## config.mk

```make
export PLATFORM = sky130hd
export DESIGN_NAME = cache_port_arbiter
export DESIGN_NICKNAME = d
export VERILOG_FILES = /design/src/rtl/cache_arb_pkg.sv /design/src/rtl/cache_rr_pick.sv /design/src/rtl/cache_port_arbiter.sv
export SDC_FILE = /design/constraint.sdc
export NUM_CORES = 1
export LEC_CHECK = 0
export ABC_AREA = 1
export BUFFER_PORTS_ARGS = -buffer_cell sky130_fd_sc_hd__buf_2
export CORE_MARGIN = 4
export CORE_UTILIZATION = 30
export CTS_CLUSTER_DIAMETER = 200
export DETAILED_ROUTE_END_ITERATION = 8
export PLACE_DENSITY = 0.53
export SLEW_MARGIN = 20
export SYNTH_ARGS = -nofsm -noshare
export SYNTH_HDL_FRONTEND = slang
export SYNTH_SLANG_ARGS = --single-unit
```

## constraint.sdc

```tcl
create_clock -name clk -period 1.2 [get_ports clk]
set_clock_uncertainty 0.1 [all_clocks]
set_input_delay 0.12 -clock clk [delete_from_list [all_inputs] [get_ports clk]]
set_output_delay 0.12 -clock clk [all_outputs]
set_load 0.05 [all_outputs]
```

## src/rtl/cache_arb_pkg.sv

```systemverilog
// Shared types and default sizing for the two-port cache arbiter.
// Holds the FSM state enum, the port-index type and the default widths/timeout.
// Pure declarations: no logic, no latency, no flow control.
package cache_arb_pkg;

    localparam int DEF_ADDR_W      = 16;
    localparam int DEF_DATA_W      = 32;
    localparam int DEF_TIMEOUT_CYC = 64;

    typedef enum logic [1:0] {
        IDLE = 2'd0,
        BUSY = 2'd1,
        RESP = 2'd2
    } arb_state_t;

    typedef logic port_idx_t;

    localparam port_idx_t PORT0 = 1'b0;
    localparam port_idx_t PORT1 = 1'b1;

endpackage

```

## src/rtl/cache_rr_pick.sv

```systemverilog
// Two-way round-robin picker: on a tie grants the port that did not win last time.
// Latency: purely combinational, zero cycles.
// Backpressure: none; the caller decides when the pick is consumed.
module cache_rr_pick
    import cache_arb_pkg::*;
(
    input  logic      req0,
    input  logic      req1,
    input  port_idx_t last_grant,
    output port_idx_t grant,
    output logic      grant_vld
);

    always_comb begin
        grant_vld = req0 | req1;
        grant     = PORT0;
        if (req0 && req1) begin
            grant = ~last_grant;
        end else if (req1) begin
            grant = PORT1;
        end
    end

endmodule

```

## src/rtl/cache_port_arbiter.sv

```systemverilog
// Shares one cache-controller CPU port between two requesters (IDLE->BUSY->RESP); optional BUSY timeout via CACHE_ARB_TIMEOUT_EN.
// Latency: port ready 2 cycles plus controller latency after the request is seen in IDLE.
// Backpressure: requesters hold their request until their ready pulse; the controller stalls via mem_ready.
module cache_port_arbiter
    import cache_arb_pkg::*;
#(
    parameter int ADDR_W      = DEF_ADDR_W,
    parameter int DATA_W      = DEF_DATA_W,
    parameter int TIMEOUT_CYC = DEF_TIMEOUT_CYC
) (
    input  logic              clk,
    input  logic              reset,
    input  logic              req0_re,
    input  logic              req0_we,
    input  logic [ADDR_W-1:0] req0_addr,
    input  logic [DATA_W-1:0] req0_wdata,
    output logic [DATA_W-1:0] req0_rdata,
    output logic              req0_ready,
    output logic              req0_err,
    input  logic              req1_re,
    input  logic              req1_we,
    input  logic [ADDR_W-1:0] req1_addr,
    input  logic [DATA_W-1:0] req1_wdata,
    output logic [DATA_W-1:0] req1_rdata,
    output logic              req1_ready,
    output logic              req1_err,
    output logic              mem_re,
    output logic              mem_we,
    output logic [ADDR_W-1:0] mem_addr,
    output logic [DATA_W-1:0] mem_wdata,
    input  logic [DATA_W-1:0] mem_rdata,
    input  logic              mem_ready
);

    arb_state_t        state, state_nxt;
    port_idx_t         grant_q, last_grant_q, pick;
    logic              pick_vld;
    logic [ADDR_W-1:0] addr_q;
    logic [DATA_W-1:0] wdata_q;
    logic              re_q, we_q;
    logic              timeout_hit;
    logic              busy_done;
    logic [DATA_W-1:0] resp_dat;
    logic              sel_re, sel_we;

    cache_rr_pick u_rr_pick (
        .req0       (req0_re | req0_we),
        .req1       (req1_re | req1_we),
        .last_grant (last_grant_q),
        .grant      (pick),
        .grant_vld  (pick_vld)
    );

`ifdef CACHE_ARB_TIMEOUT_EN
    localparam int CNT_W = (TIMEOUT_CYC > 1) ? $clog2(TIMEOUT_CYC) : 1;

    logic [CNT_W-1:0] to_cnt;
    logic             err_q;

    always_ff @(posedge clk) begin
        if (reset || state != BUSY) begin
            to_cnt <= '0;
        end else if (!mem_ready) begin
            to_cnt <= to_cnt + 1'b1;
        end
    end

    // Fires in the last allowed BUSY cycle; a late mem_ready still wins.
    assign timeout_hit = (state == BUSY) && !mem_ready && (to_cnt == CNT_W'(TIMEOUT_CYC - 1));

    always_ff @(posedge clk) begin
        if (reset) begin
            err_q <= 1'b0;
        end else if (busy_done) begin
            err_q <= timeout_hit;
        end
    end

    assign req0_err = req0_ready & err_q;
    assign req1_err = req1_ready & err_q;
`else
    assign timeout_hit = 1'b0;
    assign req0_err    = 1'b0;
    assign req1_err    = 1'b0;
`endif

    assign busy_done = (state == BUSY) && (mem_ready || timeout_hit);
    assign resp_dat  = (mem_ready && re_q) ? mem_rdata : '0;
    assign sel_re    = (pick == PORT1) ? req1_re : req0_re;
    assign sel_we    = (pick == PORT1) ? req1_we : req0_we;

    always_ff @(posedge clk) begin
        if (reset) begin
            state <= IDLE;
        end else begin
            state <= state_nxt;
        end
    end

    always_comb begin
        state_nxt  = state;
        mem_re     = 1'b0;
        mem_we     = 1'b0;
        mem_addr   = '0;
        mem_wdata  = '0;
        req0_ready = 1'b0;
        req1_ready = 1'b0;
        unique case (state)
            IDLE: begin
                if (pick_vld) begin
                    state_nxt = BUSY;
                end
            end
            BUSY: begin
                mem_addr  = addr_q;
                mem_wdata = wdata_q;
                mem_re    = re_q & ~mem_ready;
                mem_we    = we_q & ~mem_ready;
                if (busy_done) begin
                    state_nxt = RESP;
                end
            end
            RESP: begin
                req0_ready = (grant_q == PORT0);
                req1_ready = (grant_q == PORT1);
                state_nxt  = IDLE;
            end
            default: state_nxt = IDLE;
        endcase
    end

    always_ff @(posedge clk) begin
        if (reset) begin
            grant_q      <= PORT0;
            last_grant_q <= PORT1;
            addr_q       <= '0;
            wdata_q      <= '0;
            re_q         <= 1'b0;
            we_q         <= 1'b0;
            req0_rdata   <= '0;
            req1_rdata   <= '0;
        end else begin
            if (state == IDLE && pick_vld) begin
                grant_q <= pick;
                addr_q  <= (pick == PORT1) ? req1_addr : req0_addr;
                wdata_q <= (pick == PORT1) ? req1_wdata : req0_wdata;
                we_q    <= sel_we;
                re_q    <= sel_re & ~sel_we;
            end
            if (busy_done) begin
                if (grant_q == PORT1) begin
                    req1_rdata <= resp_dat;
                end else begin
                    req0_rdata <= resp_dat;
                end
            end
            if (state == RESP) begin
                last_grant_q <= grant_q;
            end
        end
    end

endmodule
```

==> flow_metrics.tcl <==
set metrics [dict create \
    status "complete, but fails checks" \
    violations "setup timing" \
    grtUsageTotal 0.209 \
    core.rowCount 51 \
    wire_per_inst_um 14.6 \
    fp.coreArea_um2 19700 \
    syn_area_um2 6050 \
    start_util 0.308 \
    drive_gt1_frac 0.339 \
    hold_class "in2reg" \
    root_buffer "clkbuf_16" \
    io_pins 253 \
    grt_max_degree 56 \
    dpl_cell_area_um2 8130 \
    path_clk_slew_ns 0.06 \
    area_growth_pct 87.4 \
    placed_cells 1456 \
    busiest_layer "met2" \
    rsz0062_at_grt "yes" \
    cp.required_ns 0.98 \
    arrival_ns 1.48 \
    clock_latency_ns 0.41 \
    drt_iter0_markers 390 \
    ys_warn_count 0 \
    p_leak_nw 5.37 \
    die_y_um 150 \
    use_met2 0.366 \
    dp_hpwl_mm 14.3 \
    min_period_ns 1.70 \
    multiInputGateArea_um2 3260 \
    regArea_um2 2380 \
    h-tree-depth 4 \
    period_share 1.42 \
    vias 7437 \
    p_per_area_nw_per_um2 1170 \
    fin_cells 1648 \
    gp_congestion 0.778 \
    critPathMaxFanout 10 \
    swShare 0.342 \
    setup_tns_ns -59.71 \
    yosysUniqueCellTypes 24 \
    hold_viol 0 \
    antenna_found_initial 4 \
    die_x_um 150 \
    syn_avg_cell_area_um2 6.22 \
    layout_commonest_cell "nand2_1" \
    grtUsageMet1 0.238 \
    grtUsageMet3 0.0539 \
    fin_area_um2 11300 \
    fmax_mhz 588 \
    cp-start-kind "register" \
    syn_inst 973 \
    postRouteAntennaNets 0 \
    endpoint_kind "output pin" \
    finalCoreUtilization 0.577 \
    worst_slack_ns -0.502 \
    most-common-layout-cells "nand2_1 (217), nor2_1 (152), buf_2 (134)" \
    drc 0 \
    grt_pass1_vias 7611 \
    finalNetCount 1501 \
    overflow 0 \
    drt-total-wl_mm 24.1 \
    port_buffers 250 \
    crit_type "reg2out" \
    via_per_inst 4.51 \
    ys_ff_latch 118 \
    yosysSeqAreaShare 0.390 \
    power_switching_mw 4.56 \
    fin_total_pwr_mw 13.3 \
    power_frac_clock 0.363 \
    cts.path.max_buffers 2 \
    setup_viol 166 \
    max-cap-violations 0 \
    finalMaxSlewViolations 0 \
    first_pass_iters 5 \
    pwr-share-comb 0.315 \
    power.internal_mw 8.76 \
    clkSinkCount 118 \
    nFillCells 1783 \
    grt_pass1_wl_mm 37.4 \
    share_seq_of_total_power 0.322 \
    numCtsBuffers 17 \
    peakVddDrop_mv 0.945 \
    die_area_um2 22500 \
    cts_tree "built" \
]
==> area by class of cell <==
class | count | share of cell area
Antenna cell | 4 | 0.000883
Clock buffer | 17 | 0.0375
Clock inverter | 15 | 0.0118
Inverter | 138 | 0.0459
Multi-Input combinational cell | 645 | 0.287
Sequential cell | 118 | 0.210
Tap cell | 265 | 0.0292
Timing Repair Buffer | 446 | 0.377
==> layer usage <==
layer,routed length [um],up-vias,share of wire
met2,12000,245,0.50
met1,9920,3354,0.41
met5,0,-,0
met3,1410,57,0.058
met4,844,0,0.035
li1,-,3781,-
==> cell families (layout without fill, tap and decap cells) <==
family          after synthesis  in the layout  share of synthesized area
compound gates              122            122                      0.108
flops                       118            118                      0.390
simple gates                521            521                      0.352
buf+inv                     211            616                      0.149
other cells                   1              6                   0.000619
==> critical path, stage by stage, from the launching register on <==
cell	delay [ns]
dfxtp_2	0.32
inv_2	0.07
nand2_4	0.09
buf_12	0.15
buf_12	0.16
nor2_4	0.11
buf_6	0.17
==> stage by stage <==
stage	setup WS (ns)	hold WS, ns
after floorplan	-0.129	0.234
after global placement	-0.143	0.348
after detailed placement	-0.160	0.352
after CTS	-0.510	0.00220
after global routing	-0.557	0.0847
final	-0.502	0.0401
==> flip-flops by register name (all words and copies together), names as in the netlist <==
signal / count
grant_q: 1
addr_q: 16
wdata_q: 32
state: 2
req0_rdata: 32
req1_rdata: 32
we_q: 1
last_grant_q: 1
re_q: 1
==> cell usage after synthesis <==
master | instances | area share
conb_1 | 1 | 0.00062
nand3_1 | 48 | 0.040
dfxtp_1 | 118 | 0.39
inv_2 | 4 | 0.0025
nand2_2 | 1 | 0.0010
nor2_1 | 215 | 0.13
buf_6 | 5 | 0.0093
buf_4 | 7 | 0.0087
clkbuf_2 | 1 | 0.00083
nand3_2 | 3 | 0.0050
clkbuf_1 | 21 | 0.013
a21oi_1 | 92 | 0.076
buf_2 | 36 | 0.030
o21ai_2 | 1 | 0.0014
a21oi_2 | 10 | 0.014
nand2_1 | 219 | 0.14
o21ai_1 | 2 | 0.0017
nand4_1 | 32 | 0.033
nor2_2 | 1 | 0.0010
nor3_4 | 1 | 0.0027
o21ai_0 | 17 | 0.014
inv_1 | 134 | 0.083
buf_1 | 3 | 0.0019
nor3_1 | 1 | 0.00083
==> what timing repair did <==
item                                   CTS  global route
endpoints found under the hold margin  111             0
resized for setup                      226            65
setup endpoints to repair              231           217
buffers inserted                        12             3
hold buffers                           129             0
pin swaps                                4             4
gates cloned                            12             0
==> final timing paths <==
| path | start | to | slack [ns] | cells after the start |
|---|---|---|---|---|
| worst min register to register | req0_rdata[16] | req0_rdata[16] | 0.36 | 2 |
| worst max-delay path | state[1] | mem_wdata[6] | -0.50 | 6 |
| worst min-delay path | req0_we | re_q | 0.04 | 4 |
| worst max register to register | state[1] | wdata_q[19] | -0.40 | 9 |
==> power groups by stage <==
stage / sequential, mW / combinational [mW] / clock, mW
after floorplan: 4.50 / 1.98 / 0
after global placement: 4.35 / 3.08 / 0
after detailed placement: 4.36 / 3.08 / 0
after CTS: 4.28 / 4.06 / 4.97
after global routing: 4.31 / 4.53 / 5.14
final: 4.28 / 4.19 / 4.84
(Power assumes the default switching activity.)
